$ cat config.mk
export PLATFORM = sky130hd
export DESIGN_NAME = rn_jesus
export DESIGN_NICKNAME = d
export VERILOG_FILES = /design/src/rtl/rn_jesus_pkg.sv /design/src/rtl/rn_jesus_lfsr_galois_step.sv /design/src/rtl/rn_jesus.sv
export SDC_FILE = /design/constraint.sdc
export NUM_CORES = 1
export LEC_CHECK = 0
export ABC_AREA = 1
export CAP_MARGIN = 40
export CORE_MARGIN = 3
export CORE_UTILIZATION = 48
export CTS_CLUSTER_SIZE = 14
export DETAILED_ROUTE_END_ITERATION = 10
export PLACE_DENSITY = 0.8
export SKIP_LAST_GASP = 1
export SLEW_MARGIN = 40
export SYNTH_ARGS = -nofsm -noshare
export SYNTH_HDL_FRONTEND = slang
export SYNTH_SLANG_ARGS = --single-unit
export TNS_END_PERCENT = 30
$ cat constraint.sdc
create_clock -name clk -period 0.8 [get_ports clk]
set_input_delay 0.12 -clock clk [delete_from_list [all_inputs] [get_ports clk]]
set_output_delay 0.12 -clock clk [all_outputs]
set_load 0.03 [all_outputs]
$ cat src/rtl/rn_jesus_pkg.sv
// Shared constants and the maximal-length Galois mask table for rn_jesus.
package rn_jesus_pkg;

  localparam logic [31:0] DEFAULT_SEED = 32'h0000_ACE1;
  localparam logic [31:0] DEFAULT_TAPS = 32'h0000_B400;

  // Bit (t-1) is set for each tap t of a known maximal-length polynomial.
  function automatic logic [31:0] max_taps(input int width);
    logic [31:0] mask;
    mask = 32'h0;
    case (width)
      3:  mask = 32'h0000_0006;
      4:  mask = 32'h0000_000C;
      5:  mask = 32'h0000_0014;
      6:  mask = 32'h0000_0030;
      7:  mask = 32'h0000_0060;
      8:  mask = 32'h0000_00B8;
      9:  mask = 32'h0000_0110;
      10: mask = 32'h0000_0240;
      11: mask = 32'h0000_0500;
      12: mask = 32'h0000_0829;
      13: mask = 32'h0000_100D;
      14: mask = 32'h0000_2015;
      15: mask = 32'h0000_6000;
      16: mask = DEFAULT_TAPS;
      17: mask = 32'h0001_2000;
      18: mask = 32'h0002_0400;
      19: mask = 32'h0004_0023;
      20: mask = 32'h0009_0000;
      21: mask = 32'h0014_0000;
      22: mask = 32'h0030_0000;
      23: mask = 32'h0042_0000;
      24: mask = 32'h00E1_0000;
      25: mask = 32'h0120_0000;
      26: mask = 32'h0200_0023;
      27: mask = 32'h0400_0013;
      28: mask = 32'h0900_0000;
      29: mask = 32'h1400_0000;
      30: mask = 32'h2000_0029;
      31: mask = 32'h4800_0000;
      32: mask = 32'h8020_0003;
      default: mask = 32'h0;
    endcase
    return mask;
  endfunction

endpackage

$ cat src/rtl/rn_jesus_lfsr_galois_step.sv
// Combinational one-step advance of a right-shifting Galois LFSR.
module lfsr_galois_step
  import rn_jesus_pkg::*;
#(
  parameter int               WIDTH = 16,
  parameter logic [WIDTH-1:0] TAPS  = WIDTH'(DEFAULT_TAPS)
) (
  input  logic [WIDTH-1:0] state,
  output logic [WIDTH-1:0] next
);

  // The bit shifted out of the LSB is fed back into every tap position.
  always_comb begin
    next = (state >> 1) ^ (state[0] ? TAPS : '0);
  end

endmodule

$ cat src/rtl/rn_jesus.sv
// Pseudo-random bit source: maximal-length Galois LFSR, one step per enabled clock.
// Optional zero-state recovery is built when RN_JESUS_LOCKUP_GUARD_EN is defined.
module rn_jesus
  import rn_jesus_pkg::*;
#(
  parameter int               WIDTH = 16,
  parameter logic [WIDTH-1:0] SEED  = WIDTH'(DEFAULT_SEED),
  parameter logic [WIDTH-1:0] TAPS  = WIDTH'(max_taps(WIDTH))
) (
  input  logic clk,
  input  logic rst,
  input  logic i_en,
  output logic o_rand
);

  logic [WIDTH-1:0] state;
  logic [WIDTH-1:0] step_next;
  logic [WIDTH-1:0] next_state;

  if (WIDTH < 3 || WIDTH > 32) begin : g_bad_width
    $fatal(1, "rn_jesus: WIDTH=%0d outside 3..32", WIDTH);
  end else if (TAPS[WIDTH-1] == 1'b0) begin : g_bad_taps
    $fatal(1, "rn_jesus: TAPS top bit must be set");
  end

`ifdef RN_JESUS_LOCKUP_GUARD_EN
  if (SEED == '0) begin : g_zero_seed
    $warning("rn_jesus: SEED is zero, lockup guard will recover");
  end
`else
  if (SEED == '0) begin : g_zero_seed
    $fatal(1, "rn_jesus: SEED must be nonzero");
  end
`endif

  lfsr_galois_step #(
    .WIDTH (WIDTH),
    .TAPS  (TAPS)
  ) u_step (
    .state (state),
    .next  (step_next)
  );

`ifdef RN_JESUS_LOCKUP_GUARD_EN
  // All-zero is a fixed point of the shift; kick it back onto the cycle.
  always_comb begin
    next_state = (state == '0) ? WIDTH'(1) : step_next;
  end
`else
  always_comb begin
    next_state = step_next;
  end
`endif

  always_ff @(posedge clk) begin
    if (rst) begin
      state <= SEED;
    end else if (i_en) begin
      state <= next_state;
    end
  end

  assign o_rand = state[0];

endmodule

Word level (Yosys, flattened, before mapping):

Cells that the tools add are included.
W data, S select, Z words.

* output and inout bits: 1
* bits of input ports: 3
* register bits: 16
* word-level logic and storage cells: 3

* mux-type cells: 1
* bitwise operators: 1

Operators with widths (count)
* $mux W16: 1
* $xor A15 B16 Y16: 1

Depth between registers and ports, before layout:

* depth after elaboration: 2
* mapped depth: 5
* mapped depth without buffers: 5

By module:

A second synthesis with hierarchy kept.

* cells, all modules: 112
* area, all modules: 792.0 um^2

By module, submodules not included
* rn_jesus: instances 1, seq. area each 320.3 um^2, area an instance 645.6 um^2, cells an instance 86
* lfsr_galois_step: instances 1, seq. area each 0.0 um^2, area an instance 146.4 um^2, cells an instance 26

Worst setup path before layout:

OpenSTA, ideal clock, no wires.

* path kind: register to register
* from: reg state[0]
* to: reg state[12]
* cell stages (with the launch flop): 6
* library setup time: 0.109 ns
* setup slack: -0.193 ns
* buffers on the path: 0
* period minus slack after synthesis: 0.993 ns
* data arrival time: 0.884 ns
* data required time: 0.691 ns
* path through: dfxtp_1 > inv_1 > nand2_1 > nand3_1 > nand2_1 > inv_1

* cells in the longest elaborated chain, start to end: 2

RTL lines
* start, declared: line rn_jesus.sv:16 `logic [WIDTH-1:0] state;`
* start signal, assigned: line rn_jesus.sv:59 `state <= next_state;`
* $mux W16: line rn_jesus_lfsr_galois_step.sv:14 `next = (state >> 1) ^ (state[0] ? TAPS : '0);`
* $xor A15 B16 Y16: line rn_jesus_lfsr_galois_step.sv:14

No other way between the ends.
A chain may end at the register's enable or synchronous reset.

Worst setup path in the final report:

* from: reg state[0]
* to: out o_rand

RTL lines
* end, declared: line rn_jesus.sv:13 `output logic o_rand`

No word-level cell between the ends.

==> impl_metrics.ini <==
[pwr]
p_int_mw = 1.22
total_power_mw = 1.60
p_comb_share_pct = 12.4
leakagePower_nw = 0.356
clkPwrFrac_pct = 32.0
swShare_pct = 23.8
powerDensity_nw_per_um2 = 2210
irDropWorstVdd_mv = 1.44
seqPwrFrac_pct = 55.5
switchingPower_uw = 382

[critical_path]
path_max_fanout = 4
cp-end-kind = primary output
critPathLaunch = state[0]
start_kind = flip-flop
cp_data_arrival_time_ns = 0.77
required_ns = 0.68
slowest_delay_ns = 0.36
crit_family = flip-flops
r2r_slack_ns = -0.01
crit_slowest_cell = dfxtp_4
path_cells = buf_6
r2r_start = state[0]
crit_buf_inv = 1
critPathKind = flip-flop to primary output

[synth]
syn_nets = 83
netlist_instances = 80
synth_seq_area_share_pct = 51.2
yosysWarnings = 0
ys_ff_latch = 16
synth_cell_types = 13
avgSynthCellArea_um2 = 7.82
syn_area_um2 = 626

[die]
initial_core_util_pct = 53.4
rows = 12
pin_count = 4
die_area_um2 = 1770
fp.dieH_um = 42.1
die_x_um = 42.1
core_area_um2 = 1170

[timing]
final.setup_skew_ns = 0.000995
drv_slew = 0
max_slew_margin_pct = 90.4
fin_crit_sh_pct = 112
hold_violations = 0
setup_slack_ns = -0.0929
whs_ns = 0.247
grt_setup_unrepaired = true
fin_setup_tns_ns = -0.108
worst_pin_slew_ns = 0.142
max_freq_ghz = 1.12
setup_viol = 2
period_minus_slack_ns = 0.893

[global_routing]
grt_max_degree = 16
grt_first_pass_wirelength_um = 1770
first_global_vias = 439
grt_usage_pct = 12.9
grt_remaining_overflow = 0
antenna_found_initial = 0

[layout]
antennaDiodeCount = 0
layout-drive-gt1-share_pct = 19.3
top_regs = state: 16 flops
layout_commonest_cell = nand2_1
fin_util_pct = 61.9
area_growth_pct = 15.8
largest_reg_flops = 16
nNetsFinal = 92
mostFrequentLayoutCells = nand2_1, dfxtp_1, nor2_1, o21ai_0, inv_1
fillers = 107
regMostFlops = state

[detailed_routing]
first_pass_iters = 4
wl_per_cell_um = 9.78
viasPerCell = 4.56
drc = 0
detailroute.via_count = 465
routed_wl_um = 998
antenna_left = 0
drtIter0Drc = 22

[status]
outcome = finished, violations left
violations = setup timing

[placed_design]
port_buffers = 3
place.gp.congestion = 0.746
dp_hpwl_um = 714

[cts]
cts_tree = built
clock_latency_ns = 0.28
ctsHoldBuffers = 0
cts_buffers = 3
cts_root_buffer = clkbuf_4
clk_pin_slew_ns = 0.09
h-tree-depth = 1
clock-sinks = 16
clock_path_buffers = 2

[min_path]
hp-start = i_en
hold_path_class = primary input to flip-flop

[flow_run]
maxCapViolations = 0
## stage by stage
step,area [µm²],instances,setup slack (ns)
after floorplan,629,80,0.0166
after global placement,652,96,-0.310
after detailed placement,652,96,-0.333
after CTS,699,101,-0.103
after global routing,724,102,-0.117
final,724,102,-0.0929
## cell usage after synthesis, drive strengths merged
cell type	instances	area [µm²]
buf	4	45.0
dfxtp	16	320
nor2	14	52.6
o211ai	1	7.51
inv	7	31.3
nand3	4	20.0
o21ai	9	45.0
nand2	20	75.1
a21oi	5	28.8
## cell families (layout without fill, tap and decap cells)
group	after synthesis	in the layout	synth area share, %
AND/OR/NAND/NOR	38	38	23.6
flip-flops	16	16	51.2
AO/OA/AOI/OAI	15	15	13.0
buffers and inverters	11	19	12.2
## power by group through the flow
stage / registers, mW / clock network, mW / logic, mW
finish: 0.889 / 0.513 / 0.199
global route: 0.898 / 0.555 / 0.230
CTS: 0.889 / 0.529 / 0.186
detailed placement: 0.909 / 0 / 0.176
global placement: 0.906 / 0 / 0.172
floorplan: 0.908 / 0 / 0.137
## worst paths after layout
path / cells past startpoint / end
setup / recovery: 1 / o_rand
hold / removal: 4 / state[6]
setup reg to reg: 5 / state[12]
hold reg to reg: 2 / state[7]
## cell type report
class                           count  area (µm²)  share of cell area [%]
Sequential cell                    16         324                    44.7
Clock buffer                        4        36.3                    5.01
Timing Repair Buffer                8        75.1                    10.4
Tap cell                           14        17.5                    2.42
Inverter                            7        31.3                    4.32
Multi-Input combinational cell     53         240                    33.2
## worst register-to-register path, cell delays in order (launching register included)
cell	delay [ns]
dfxtp_4	0.36
buf_4	0.13
nand2_1	0.07
nand3_2	0.07
nand2_1	0.07
inv_1	0.03
## metal layers
| layer | up-vias | wire (µm) | track usage [%] |
|---|---|---|---|
| li1 | 264 | - | - |
| met4 | 0 | 19 | 5.59 |
| met3 | 2 | 32 | 2.58 |
| met5 | - | 0 | 0 |
| met1 | 193 | 517 | 17.6 |
| met2 | 6 | 429 | 19.8 |
## what timing repair did
item | 4_1_cts | 5_1_grt
buffers inserted | 1 | 1
endpoints found under the setup margin | 5 | 17
pin swaps | 0 | 2
resized for setup | 1 | 5
No activity file was read; power rests on OpenSTA's default activity.
